File: config.mk
export PLATFORM = sky130hd
export DESIGN_NAME = vnu_iter_ctrl_fsm
export DESIGN_NICKNAME = d
export VERILOG_FILES = /design/src/rtl/vnu_iter_ctrl_fsm.sv
export SDC_FILE = /design/constraint.sdc
export NUM_CORES = 1
export LEC_CHECK = 0
export BUFFER_PORTS_ARGS = -buffer_cell sky130_fd_sc_hd__buf_2
export CORE_ASPECT_RATIO = 1.25
export CORE_MARGIN = 2
export CORE_UTILIZATION = 39
export CTS_CLUSTER_DIAMETER = 60
export DETAILED_ROUTE_END_ITERATION = 8
export GPL_TIMING_DRIVEN = 0
export MAX_ROUTING_LAYER = met4
export PLACE_DENSITY = 0.64
export SETUP_SLACK_MARGIN = 0.3
export SLEW_MARGIN = 20
export SYNTH_ARGS = -nofsm -noshare
export SYNTH_HDL_FRONTEND = slang
export SYNTH_SLANG_ARGS = --single-unit
File: constraint.sdc
create_clock -name read_clk -period 4.6 [get_ports read_clk]
set_input_delay 0.23 -clock read_clk [delete_from_list [all_inputs] [get_ports read_clk]]
set_output_delay 0.23 -clock read_clk [all_outputs]
set_load 0.02 [all_outputs]
File: src/rtl/vnu_iter_ctrl_fsm.sv
// -----------------------------------------------------------------------------
// vnu_iter_ctrl_fsm
//
// Per-codeword iteration controller that sits directly upstream of the VNU
// write-update handshake. For each codeword it runs:
//
//   IDLE -> INIT_LOAD -> { VNU_RD -> WR_WAIT -> ITER_UP } x N -> DONE -> IDLE
//
// It drives the handshake strobes (vnu_init_load_en_o, vnu_rd_finish_o,
// iter_update_o) and consumes the handshake's replies (init_load_i, vnu_wr_i).
// Decoding ends after MAX_ITER iterations, on an all-zero syndrome
// (early_stop_i sampled in ITER_UP), or on a WR_WAIT timeout. A timeout sets
// the sticky err_o flag.
//
// Parameters
//   MAX_ITER   : maximum decoding iterations per codeword (>= 1)
//   ITER_W     : iteration counter width (2**ITER_W > MAX_ITER)
//   RD_CYCLES  : LUT-chain read cycles per iteration (>= 1)
//   RD_CNT_W   : read-cycle counter width (2**RD_CNT_W >= RD_CYCLES)
//   WR_TIMEOUT : cycles allowed in WR_WAIT before aborting (>= 1)
//
// Ports
//   read_clk           in  decoder clock, rising edge
//   rstn               in  asynchronous active-low reset
//   start_i            in  start pulse, accepted in IDLE only
//   early_stop_i       in  syndrome all-zero flag, sampled in ITER_UP only
//   vnu_wr_i           in  write acknowledge from the handshake stage
//   init_load_i        in  initial-load acknowledge from the handshake stage
//   pipe_load_i        in  pipeline-load status, observed only
//   vnu_init_load_en_o out high while in INIT_LOAD
//   vnu_rd_en_o        out high while in VNU_RD
//   vnu_rd_finish_o    out high while in WR_WAIT
//   iter_update_o      out high for the ITER_UP cycle
//   iter_cnt_o         out completed iterations of the current codeword
//   busy_o             out high in every state except IDLE
//   done_o             out high for the DONE cycle
//   err_o              out sticky WR_WAIT timeout flag, cleared by next start
// -----------------------------------------------------------------------------
module vnu_iter_ctrl_fsm #(
    parameter int MAX_ITER   = 10,
    parameter int ITER_W     = 4,
    parameter int RD_CYCLES  = 4,
    parameter int RD_CNT_W   = 3,
    parameter int WR_TIMEOUT = 15
) (
    input  logic              read_clk,
    input  logic              rstn,
    input  logic              start_i,
    input  logic              early_stop_i,
    input  logic              vnu_wr_i,
    input  logic              init_load_i,
    input  logic              pipe_load_i,
    output logic              vnu_init_load_en_o,
    output logic              vnu_rd_en_o,
    output logic              vnu_rd_finish_o,
    output logic              iter_update_o,
    output logic [ITER_W-1:0] iter_cnt_o,
    output logic              busy_o,
    output logic              done_o,
    output logic              err_o
);

    // The wait counter only has to reach WR_TIMEOUT-1.
    localparam int WAIT_W = (WR_TIMEOUT > 1) ? $clog2(WR_TIMEOUT) : 1;

    localparam logic [RD_CNT_W-1:0] RD_LAST   = RD_CNT_W'(RD_CYCLES - 1);
    localparam logic [WAIT_W-1:0]   WAIT_LAST = WAIT_W'(WR_TIMEOUT - 1);
    localparam logic [ITER_W-1:0]   ITER_LAST = ITER_W'(MAX_ITER - 1);
    localparam logic [ITER_W-1:0]   ITER_MAX  = ITER_W'(MAX_ITER);

    typedef enum logic [2:0] {
        S_IDLE      = 3'd0,
        S_INIT_LOAD = 3'd1,
        S_VNU_RD    = 3'd2,
        S_WR_WAIT   = 3'd3,
        S_ITER_UP   = 3'd4,
        S_DONE      = 3'd5
    } state_t;

    state_t              state_q,    state_d;
    logic [RD_CNT_W-1:0] rd_cnt_q,   rd_cnt_d;
    logic [WAIT_W-1:0]   wait_cnt_q, wait_cnt_d;
    logic [ITER_W-1:0]   iter_cnt_q, iter_cnt_d;
    logic                err_q,      err_d;

    // Registered per-state strobes. They are loaded from the next-state
    // decode so each one is high exactly while the FSM sits in its state.
    logic vnu_init_load_en_q;
    logic vnu_rd_en_q;
    logic vnu_rd_finish_q;
    logic iter_update_q;
    logic busy_q;
    logic done_q;

    // pipe_load_i carries status only and never steers the sequence.
    logic unused_pipe_load;
    assign unused_pipe_load = pipe_load_i;

    // -------------------------------------------------------------------------
    // Next-state and counter logic
    // -------------------------------------------------------------------------
    always_comb begin
        state_d    = state_q;
        rd_cnt_d   = rd_cnt_q;
        wait_cnt_d = wait_cnt_q;
        iter_cnt_d = iter_cnt_q;
        err_d      = err_q;

        case (state_q)
            S_IDLE: begin
                if (start_i) begin
                    state_d    = S_INIT_LOAD;
                    iter_cnt_d = '0;
                    err_d      = 1'b0;
                    rd_cnt_d   = '0;
                    wait_cnt_d = '0;
                end
            end

            S_INIT_LOAD: begin
                if (init_load_i) begin
                    state_d  = S_VNU_RD;
                    rd_cnt_d = '0;
                end
            end

            S_VNU_RD: begin
                if (rd_cnt_q == RD_LAST) begin
                    state_d    = S_WR_WAIT;
                    rd_cnt_d   = '0;
                    wait_cnt_d = '0;
                end else begin
                    rd_cnt_d = rd_cnt_q + RD_CNT_W'(1);
                end
            end

            S_WR_WAIT: begin
                // An acknowledge in the final allowed cycle still wins over
                // the timeout.
                if (vnu_wr_i) begin
                    state_d    = S_ITER_UP;
                    wait_cnt_d = '0;
                end else if (wait_cnt_q == WAIT_LAST) begin
                    state_d    = S_DONE;
                    err_d      = 1'b1;
                    wait_cnt_d = '0;
                end else begin
                    wait_cnt_d = wait_cnt_q + WAIT_W'(1);
                end
            end

            S_ITER_UP: begin
                if (iter_cnt_q < ITER_MAX) begin
                    iter_cnt_d = iter_cnt_q + ITER_W'(1);
                end
                // Early stop on the last iteration still ends in a single
                // DONE with the count incremented once.
                if (early_stop_i || (iter_cnt_q >= ITER_LAST)) begin
                    state_d = S_DONE;
                end else begin
                    state_d  = S_VNU_RD;
                    rd_cnt_d = '0;
                end
            end

            S_DONE: begin
                state_d = S_IDLE;
            end

            default: begin
                state_d    = S_IDLE;
                rd_cnt_d   = '0;
                wait_cnt_d = '0;
            end
        endcase
    end

    // -------------------------------------------------------------------------
    // State, counters and registered outputs
    // -------------------------------------------------------------------------
    always_ff @(posedge read_clk or negedge rstn) begin
        if (!rstn) begin
            state_q            <= S_IDLE;
            rd_cnt_q           <= '0;
            wait_cnt_q         <= '0;
            iter_cnt_q         <= '0;
            err_q              <= 1'b0;
            vnu_init_load_en_q <= 1'b0;
            vnu_rd_en_q        <= 1'b0;
            vnu_rd_finish_q    <= 1'b0;
            iter_update_q      <= 1'b0;
            busy_q             <= 1'b0;
            done_q             <= 1'b0;
        end else begin
            state_q            <= state_d;
            rd_cnt_q           <= rd_cnt_d;
            wait_cnt_q         <= wait_cnt_d;
            iter_cnt_q         <= iter_cnt_d;
            err_q              <= err_d;
            vnu_init_load_en_q <= (state_d == S_INIT_LOAD);
            vnu_rd_en_q        <= (state_d == S_VNU_RD);
            vnu_rd_finish_q    <= (state_d == S_WR_WAIT);
            iter_update_q      <= (state_d == S_ITER_UP);
            busy_q             <= (state_d != S_IDLE);
            done_q             <= (state_d == S_DONE);
        end
    end

    assign vnu_init_load_en_o = vnu_init_load_en_q;
    assign vnu_rd_en_o        = vnu_rd_en_q;
    assign vnu_rd_finish_o    = vnu_rd_finish_q;
    assign iter_update_o      = iter_update_q;
    assign iter_cnt_o         = iter_cnt_q;
    assign busy_o             = busy_q;
    assign done_o             = done_q;
    assign err_o              = err_q;

endmodule

**Yosys cells after proc, flatten, opt, wreduce, memory -nomap -nowiden**

Cells that the tools add are included.

- Flip-flop bits (word level): 21
- Latch bits: 0
- RAM bits: 0
- ROM bits: 0
- Input port bits: 7
- Output and inout port bits: 11
- Logic and storage cells: 71
- Memories kept: 0

- $add $sub $neg: 3
- $mul: 0
- Div/mod/pow operators: 0
- $lt $le $gt $ge: 2
- Equality and inequality tests: 19
- Shift-type cells: 0
- Muxes and demuxes: 23
- Bitwise operators: 2
- Reduce and logical (&&, ||, !) cells: 11

Operators with widths:

| kind | count |
|---|---|
| 3-bit two-way mux | 10 |
| 3-bit one-hot mux with 5 select lines | 2 |
| 4-bit two-way mux | 5 |
| 4-bit one-hot mux with 4 select lines | 1 |
| 3-bit by 2-bit == test with 1-bit output, second input constant | 5 |
| 2-bit != test, second input constant | 7 |
| 3-bit == test, second input constant | 4 |
| 4-bit by 1-bit adder with 4-bit output, second input constant | 2 |
| 4-bit one-hot mux with 2 select lines | 1 |
| 4-bit AND reduction | 2 |
| 3-bit by 1-bit == test with 1-bit output, second input constant | 2 |
| 3-bit AND reduction | 2 |
| 4-bit == test, second input constant | 1 |
| 4-bit >= comparator, second input constant | 1 |
| 4-bit less-than comparator, second input constant | 1 |
| 2-bit nonzero test | 2 |
| 3-bit by 1-bit adder with 3-bit output, second input constant | 1 |
| 3-bit zero test | 1 |
| 1-bit two-way mux | 3 |
| 3-bit nonzero test | 1 |
| 3-bit OR reduction | 1 |
| 1-bit NOT | 2 |
| 1-bit one-hot mux with 2 select lines | 1 |
| 2-bit OR reduction | 1 |
| 1-bit logical OR | 1 |

**Depth between registers and ports, before layout**

Gate-level depths: netlist (run 1).

- Word-level depth: 5
- Depth in mapped cells: 6
- Gate-level depth less buffers: 6

**Worst setup path before layout (run 1)**

No wires, ideal clock.

- Kind: flip-flop to flip-flop
- Start: reg iter_cnt_q[1] (netlist: iter_cnt_o[1])
- End: reg rd_cnt_q[2]
- Library setup time: 0.119 ns
- Data arrival time: 1.677 ns
- Data required time: 4.481 ns
- Slack: 2.804 ns
- Cell stages (with the launch flop): 7
- Buffers on the path: 0
- Clock period less this slack: 1.796 ns
- Path through: dfrtp_1 inv_1 ha_1 or3b_4 a21oi_4 a311oi_2 o21a_1

- Cells in the longest elaborated chain, start to end: 4

Ends and longest elaborated chain:

| element | RTL line | RTL |
|---|---|---|
| from (decl) | 83 | `logic [ITER_W-1:0] iter_cnt_q, iter_cnt_d;` |
| from (signal assigned) | 198 | `iter_cnt_q <= iter_cnt_d;` |
| 4-bit >= comparator | 158 | `if (early_stop_i \|\| (iter_cnt_q >= ITER_LAST)) begin` |
| 1-bit logical OR | 158 |  |
| 2-bit != test (no line) | -- |  |
| 4-bit AND reduction (no line) | -- |  |
| to (signal assigned) | 196 | `rd_cnt_q <= rd_cnt_d;` |
| to (decl) | 81 | `logic [RD_CNT_W-1:0] rd_cnt_q, rd_cnt_d;` |

Every way passes these cells.
A chain may end at the register's enable or synchronous reset.

**Worst setup path after layout (run 1)**

- Start: reg iter_cnt_q[0] (netlist: iter_cnt_o[0])
- End: reg rd_cnt_q[1]

The elaborated chain is that of the path after synthesis.

==> results.sh, run 1 <==
export IMPL_slew_headroom_pct=69.33
export IMPL_rows=22
export IMPL_p_per_area_nw_per_um2=573.0
export IMPL_first_pass_iters=4
export IMPL_final_layout_size_suffix_gt1_share_pct=24.81
export IMPL_num_vias=854
export IMPL_max_cap_violations=0
export IMPL_multi_input_area_um2=570.5
export IMPL_synthTopCellsByCount="dfrtp_1, nand2_1, inv_1"
export IMPL_setup_slack_ns=2.772
export IMPL_grt_pass1_vias=877
export IMPL_dieArea_um2=3391
export IMPL_gp_congestion=0.7906
export IMPL_drt_wl_total_um=2107
export IMPL_dp_slack_ns=2.783
export IMPL_cp_max_fo=7
export IMPL_clk_root_buffer_cell="clkbuf_4"
export IMPL_io_buffers=16
export IMPL_fmax_mhz=547.0
export IMPL_antenna_found_initial=0
export IMPL_power_leakage_nw=0.6476
export IMPL_synth_area_leaders="dfrtp_1, ha_1, nand2_1, o21ai_0, inv_1"
export IMPL_syn_cell_area_um2=1146
export IMPL_critPathLaunchType="flop"
export IMPL_fin_util_pct=45.72
export IMPL_n_antenna_cell=0
export IMPL_synth_top_area_share_pct=45.85
export IMPL_final_nets=147
export IMPL_clock_path_buffers=2
export IMPL_wire_per_inst_um=12.47
export IMPL_grt_max_degree=22
export IMPL_critical_path_endpoint_type="flop"
export IMPL_path_clk_slew_ns=0.12
export IMPL_timing_final_crit_share_pct=39.74
export IMPL_cts_buffers=3
export IMPL_outcome="finished, final reports clean"
export IMPL_grt_usage_pct=14.64
export IMPL_dp_cells=164
export IMPL_area_delta_synth_final_pct=14.19
export IMPL_ant_nets=0
export IMPL_seq_area_frac_synth_pct=45.85
export IMPL_async_flop_share_pct=100.0
export IMPL_power_mw=0.7500
export IMPL_crit_arrival_ns=2.03
export IMPL_start_util_pct=40.03
export IMPL_tritoncts="built"
export IMPL_ir_worst_vdd_uv=237.8
export IMPL_ys_ff_latch=21
export IMPL_cts_sinks=21
export IMPL_fin_worst_skew_ns=0.005506
export IMPL_min_path_type="primary input to flop"
export IMPL_finalNonFillerCells=169
export IMPL_path_cells="inv_1, ha_1, or3b_4, a21oi_4, a311oi_2, a22o_1"
export IMPL_critical_path_class="flop to flop"
export IMPL_die_h_um=64.61
export IMPL_htreeDepth=1
export IMPL_viasPerCell=5.053
export IMPL_max_stage_delay_ns=0.48
export IMPL_syn_inst=112
export IMPL_dp_hpwl_um=1647
export IMPL_yosysMostFrequentCell="dfrtp_1"
export IMPL_synth_cell_types=42
export IMPL_cts_resized=0
export IMPL_drt_first_iter_violations=10
export IMPL_synth_avg_cell_area_um2=10.23
export IMPL_synthFlopType="dfrtp_1"
export IMPL_yosys_warnings=0
export IMPL_yosys_area_top_type="dfrtp_1"
export IMPL_finalWorstPathRequiredPeriod_ns=1.828
export IMPL_ff_latch_area_um2=525.5
export IMPL_die_w_um=52.49
export IMPL_drc=0
export IMPL_grt_ovfl_total=0
export IMPL_tightest_slew_ns=0.4600
export IMPL_worstPathRequired_ns=4.80
export IMPL_io_pins=18
export IMPL_tns_ns=0
export IMPL_finalHoldViolations=0
export IMPL_setup_violations=0
export IMPL_rsz0062_at_grt="false"
export IMPL_clk_latency_ns=0.30
export IMPL_critPathSlowestCell="dfrtp_1"
export IMPL_grt_pass1_wl_um=3691
export IMPL_slew_viol_final=0
export IMPL_fillers=287
export IMPL_synth_edf_count=0
export IMPL_core_area_um2=2863
export IMPL_synth_net_count=125
-- where the power goes --
part / internal [mW] / switching [mW] / leakage (nW)
combinational: 0.160 / 0.224 / 0.351
clock: 0.0324 / 0.0556 / 0.0177
sequential: 0.235 / 0.0428 / 0.278
total: 0.428 / 0.322 / 0.648
-- per-stage QoR --
step / cell area (um2) / hold slack (ns)
3_5_place_dp: 1271 / 0.2053
3_3_place_gp: 1271 / 0.2050
2_1_floorplan: 1146 / -0.06559
4_1_cts: 1309 / 0.1722
5_1_grt: 1309 / 0.1976
6_report: 1309 / 0.1803
-- final timing paths --
path                               start            end  slack, ns  depth (start not counted)
hold / removal                  vnu_wr_i  iter_update_o       0.18                          3
setup / recovery           iter_cnt_o[0]    rd_cnt_q[1]       2.77                          6
hold reg to reg              rd_cnt_q[2]    rd_cnt_q[2]       0.50                          1
min in group asynchronous           rstn    vnu_rd_en_o       0.40                          2
setup reg to reg           iter_cnt_o[0]    rd_cnt_q[1]       2.77                          6
max in group asynchronous           rstn    rd_cnt_q[2]       3.88                          2
-- registers in the layout, indices dropped and copies added (netlist names) --
register / flops
rd_cnt_q: 3
vnu_rd_en_o: 1
iter_cnt_o: 4
vnu_rd_finish_o: 1
wait_cnt_q: 4
done_o: 1
vnu_init_load_en_o: 1
busy_o: 1
state_q: 3
iter_update_o: 1
err_o: 1
-- critical path, delay by kind of cell, from the launching register on --
| kind | cells | cell delay (ns) |
|---|---|---|
| compound gates | 3 | 0.60 |
| fa+ha+maj | 1 | 0.14 |
| buf+inv | 1 | 0.12 |
| flops | 1 | 0.48 |
| simple gates | 1 | 0.38 |
-- area by class of cell --
| cell class | instances | share of cell area [%] |
|---|---|---|
| multi-input cells | 80 | 43.59 |
| flip-flops and latches | 21 | 40.15 |
| repair buffers | 17 | 6.883 |
| well taps | 36 | 3.442 |
| inverters | 8 | 2.294 |
| clock buffers | 3 | 1.721 |
| plain buffers | 3 | 1.530 |
| clock inverters | 1 | 0.3824 |
-- cells by family after synthesis --
kind of cell / count (synthesis) / share of synthesized area, %
DFF: 21 / 45.85
and+or+nand+nor: 40 / 19.54
buffers and inverters: 11 / 4.366
muxes: 2 / 1.747
adders and majority gates: 6 / 6.550
AOI/OAI and AO/OA: 32 / 21.94
-- cell usage in the layout (no fill, tap or decap), drive strengths merged, types with 2 or more instances in the layout --
cell / synthesis / layout
dfrtp: 21 / 21
o21ai: 7 / 7
nor2b: 4 / 4
clkbuf: 0 / 3
mux2i: 2 / 2
buf: 3 / 19
nand3: 3 / 3
a31oi: 3 / 3
inv: 8 / 8
nor3: 3 / 3
nor3b: 3 / 3
ha: 6 / 6
nor2: 7 / 7
or3b: 2 / 2
nand2: 11 / 11
a21o: 3 / 3
or2: 2 / 2
a21oi: 6 / 6
-- per-layer routing --
| layer | share of wire, % | vias to the layer above | GRT usage [%] | wire length, um |
|---|---|---|---|---|
| li1 | - | 438 | - | - |
| met1 | 46 | 400 | 17.31 | 974 |
| met2 | 50 | 12 | 24.69 | 1054 |
| met3 | 2.4 | 4 | 2.074 | 50 |
| met4 | 1.3 | 0 | 5.769 | 27 |
| met5 | 0 | - | - | 0 |
-- timing repair --
item / in CTS / in global routing
endpoints found under the hold margin: 21 / 0
hold buffers: 1 / 0
buffers inserted: 0 / 0
Power figures use the tool's default switching activity.
==> inputs of run 2 (changes only) <==
- ABC_AREA: not set -> 1
- PLACE_DENSITY: 0.64 -> 0.67
- clock period: 4.6 -> 1.6 ns (I/O delays scaled with it)
==> results.sh, run 2 <==
export IMPL_first_pass_iters=4
export IMPL_worstSetupStartpoint="iter_cnt_o[0]"
export IMPL_seq_area_frac_synth_pct=47.67
export IMPL_ff_latch_area_um2=530.5
export IMPL_fmax_mhz=719.1
export IMPL_dieArea_um2=3270
export IMPL_clk_latency_ns=0.30
export IMPL_fillers=259
export IMPL_rows=21
export IMPL_crit_arrival_ns=1.60
export IMPL_htreeDepth=1
export IMPL_timing_final_crit_share_pct=86.91
export IMPL_r2r_start="iter_cnt_o[0]"
export IMPL_grt_usage_pct=14.55
export IMPL_io_buffers=16
export IMPL_finalHoldViolations=0
export IMPL_min_path_type="primary input to flop"
export IMPL_die_w_um=51.55
export IMPL_syn_inst=135
export IMPL_core_area_um2=2680
export IMPL_grt_pass1_vias=884
export IMPL_synth_area_leaders="dfrtp_1, nand2_1, nand3_1, inv_1, ha_1"
export IMPL_grtUsageMet1_pct=15.98
export IMPL_final_cell_mix="nand2_1, inv_1, dfrtp_1"
export IMPL_die_h_um=63.44
export IMPL_final_layout_size_suffix_gt1_share_pct=35.80
export IMPL_clock_path_buffers=2
export IMPL_clk_root_buffer_cell="clkbuf_4"
export IMPL_rr_endpoint="done_o"
export IMPL_start_util_pct=41.13
export IMPL_synthTopCellsByCount="nand2_1, inv_1, dfrtp_1"
export IMPL_met3_usage_pct=2.133
export IMPL_drt_wl_total_um=2148
export IMPL_drc=0
export IMPL_cts_sinks=21
export IMPL_slew_viol_final=0
export IMPL_endpoint="done_o"
export IMPL_critical_path_endpoint_type="flop"
export IMPL_async_flop_share_pct=100.0
export IMPL_critical_path_class="flop to flop"
export IMPL_synth_edf_count=0
export IMPL_cts_buffers=3
export IMPL_gp_congestion=0.7674
export IMPL_max_stage_delay_ns=0.46
export IMPL_place_area_um2=1232
export IMPL_whs_ns=0.07915
export IMPL_tns_ns=0
export IMPL_io_pins=18
export IMPL_yosys_area_top_type="dfrtp_1"
export IMPL_worst_r2r_cell_count=8
export IMPL_grt_pass1_wl_um=3519
export IMPL_path_cells="ha_4, nand3b_1, nand2_2, nand2_2, nand2_4, nand3_2, nand2_2, nor2_1"
export IMPL_max_cap_violations=0
export IMPL_fin_worst_skew_ns=0.001252
export IMPL_final_nets=176
export IMPL_power_leakage_nw=0.7747
export IMPL_synth_top_area_share_pct=47.67
export IMPL_setup_violations=0
export IMPL_dp_cells=185
export IMPL_fin_area_um2=1411
export IMPL_ant_nets=0
export IMPL_tightest_slew_ns=0.4660
export IMPL_n_antenna_cell=0
export IMPL_drt_first_iter_violations=24
export IMPL_grt_max_degree=22
export IMPL_synth_avg_cell_area_um2=8.165
export IMPL_path_clk_slew_ns=0.11
export IMPL_grt_ovfl_total=0
export IMPL_synthFlopType="dfrtp_1"
export IMPL_ir_worst_vdd_uv=838.1
export IMPL_globalRoute_busiestLayer="met2"
export IMPL_layout_commonest_cell="nand2_1"
export IMPL_critPathSlowestCell="dfrtp_2"
export IMPL_worstPathRequired_ns=1.81
export IMPL_viasPerCell=4.699
export IMPL_grt_met2_usage_pct=25.00
export IMPL_p_per_area_nw_per_um2=1547
export IMPL_num_vias=921
export IMPL_r2r_setup_slack_ns=0.21
export IMPL_area_delta_synth_final_pct=28.04
export IMPL_cp_max_fo=4
export IMPL_yosys_warnings=0
export IMPL_synth_net_count=148
export IMPL_outcome="finished, final reports clean"
export IMPL_ys_ff_latch=21
export IMPL_dp_hpwl_um=1585
export IMPL_antenna_found_initial=0
export IMPL_synth_cell_types=18
export IMPL_finalWorstPathRequiredPeriod_ns=1.391
export IMPL_yosysMostFrequentCell="nand2_1"
export IMPL_syn_cell_area_um2=1102
export IMPL_multi_input_area_um2=586.8
export IMPL_wire_per_inst_um=10.96
export IMPL_finalNonFillerCells=196
export IMPL_slew_headroom_pct=68.93
export IMPL_critPathLaunchType="flop"
export IMPL_rsz0062_at_grt="true"
export IMPL_tritoncts="built"
export IMPL_fin_util_pct=52.66
export IMPL_cp_common_cell="nand2_2"
## run 2: changes by cell type after synthesis, moves of 3 or more
cell and delta:
nand2_1 +19, inv_1 +14, nand3_1 +14, nor2b_1 -4
a21o_1 -3, nor2_1 +3
## run 2: what timing repair did
item | 4_1_cts | 5_1_grt
gates resized for setup | 12 | 16
setup buffers | 4 | 2
hold endpoints to repair | 21 | 0
pin swaps | 5 | 7
hold buffers | 1 | 0
endpoints found under the setup margin | 14 | 19
## run 2: area by class of cell
cell class	count	area share (%)
inverters	23	6.294
well taps	34	3.014
repair buffers	23	9.575
clock buffers	3	1.596
clock inverters	1	0.3546
flip-flops and latches	21	37.59
multi-input cells	91	41.58
## run 2: worst min-delay path by stage
stage	from	end	cells past startpoint	slack, ns
floorplan	rstn	busy_o	0	-0.22
global placement	rstn	wait_cnt_q[0]	1	0.05
detailed placement	rstn	wait_cnt_q[0]	1	0.06
CTS	vnu_wr_i	iter_update_o	3	0.05
global route	vnu_wr_i	iter_update_o	3	0.10
finish	vnu_wr_i	iter_update_o	3	0.08
## run 2: per-stage QoR
step           power, mW  setup slack [ns]
4_1_cts            2.086            0.2258
2_1_floorplan      1.460            0.2320
3_5_place_dp       1.704            0.1482
5_1_grt            2.393            0.1335
3_3_place_gp       1.671            0.1907
6_report           2.184            0.2094
## run 2: cell families after synthesis
logic type	synth area share, %
buf+inv	7.832
xor+xnor	1.589
compound gates	6.810
simple gates	29.29
flops	47.67
fa+ha+maj	6.810
## run 2: critical path, delay by kind of cell, from the launching register on
family,cells,cell delay (ns)
flip-flops,1,0.46
adder cells (fa/ha/maj),1,0.16
AND/OR/NAND/NOR,7,0.67
## run 2: per-layer routing
metal | up-vias | wire, um | share of wire (%)
met5 | - | 0 | 0
met4 | 0 | 19 | 0.88
met3 | 2 | 46 | 2.1
met2 | 10 | 1106 | 51
met1 | 427 | 976 | 45
li1 | 482 | - | -
## run 2: report_power, final
part | total, mW | internal (mW) | switching, mW
logic | 1.12 | 0.419 | 0.698
registers | 0.818 | 0.693 | 0.125
clock network | 0.250 | 0.0931 | 0.156
total | 2.18 | 1.20 | 0.980
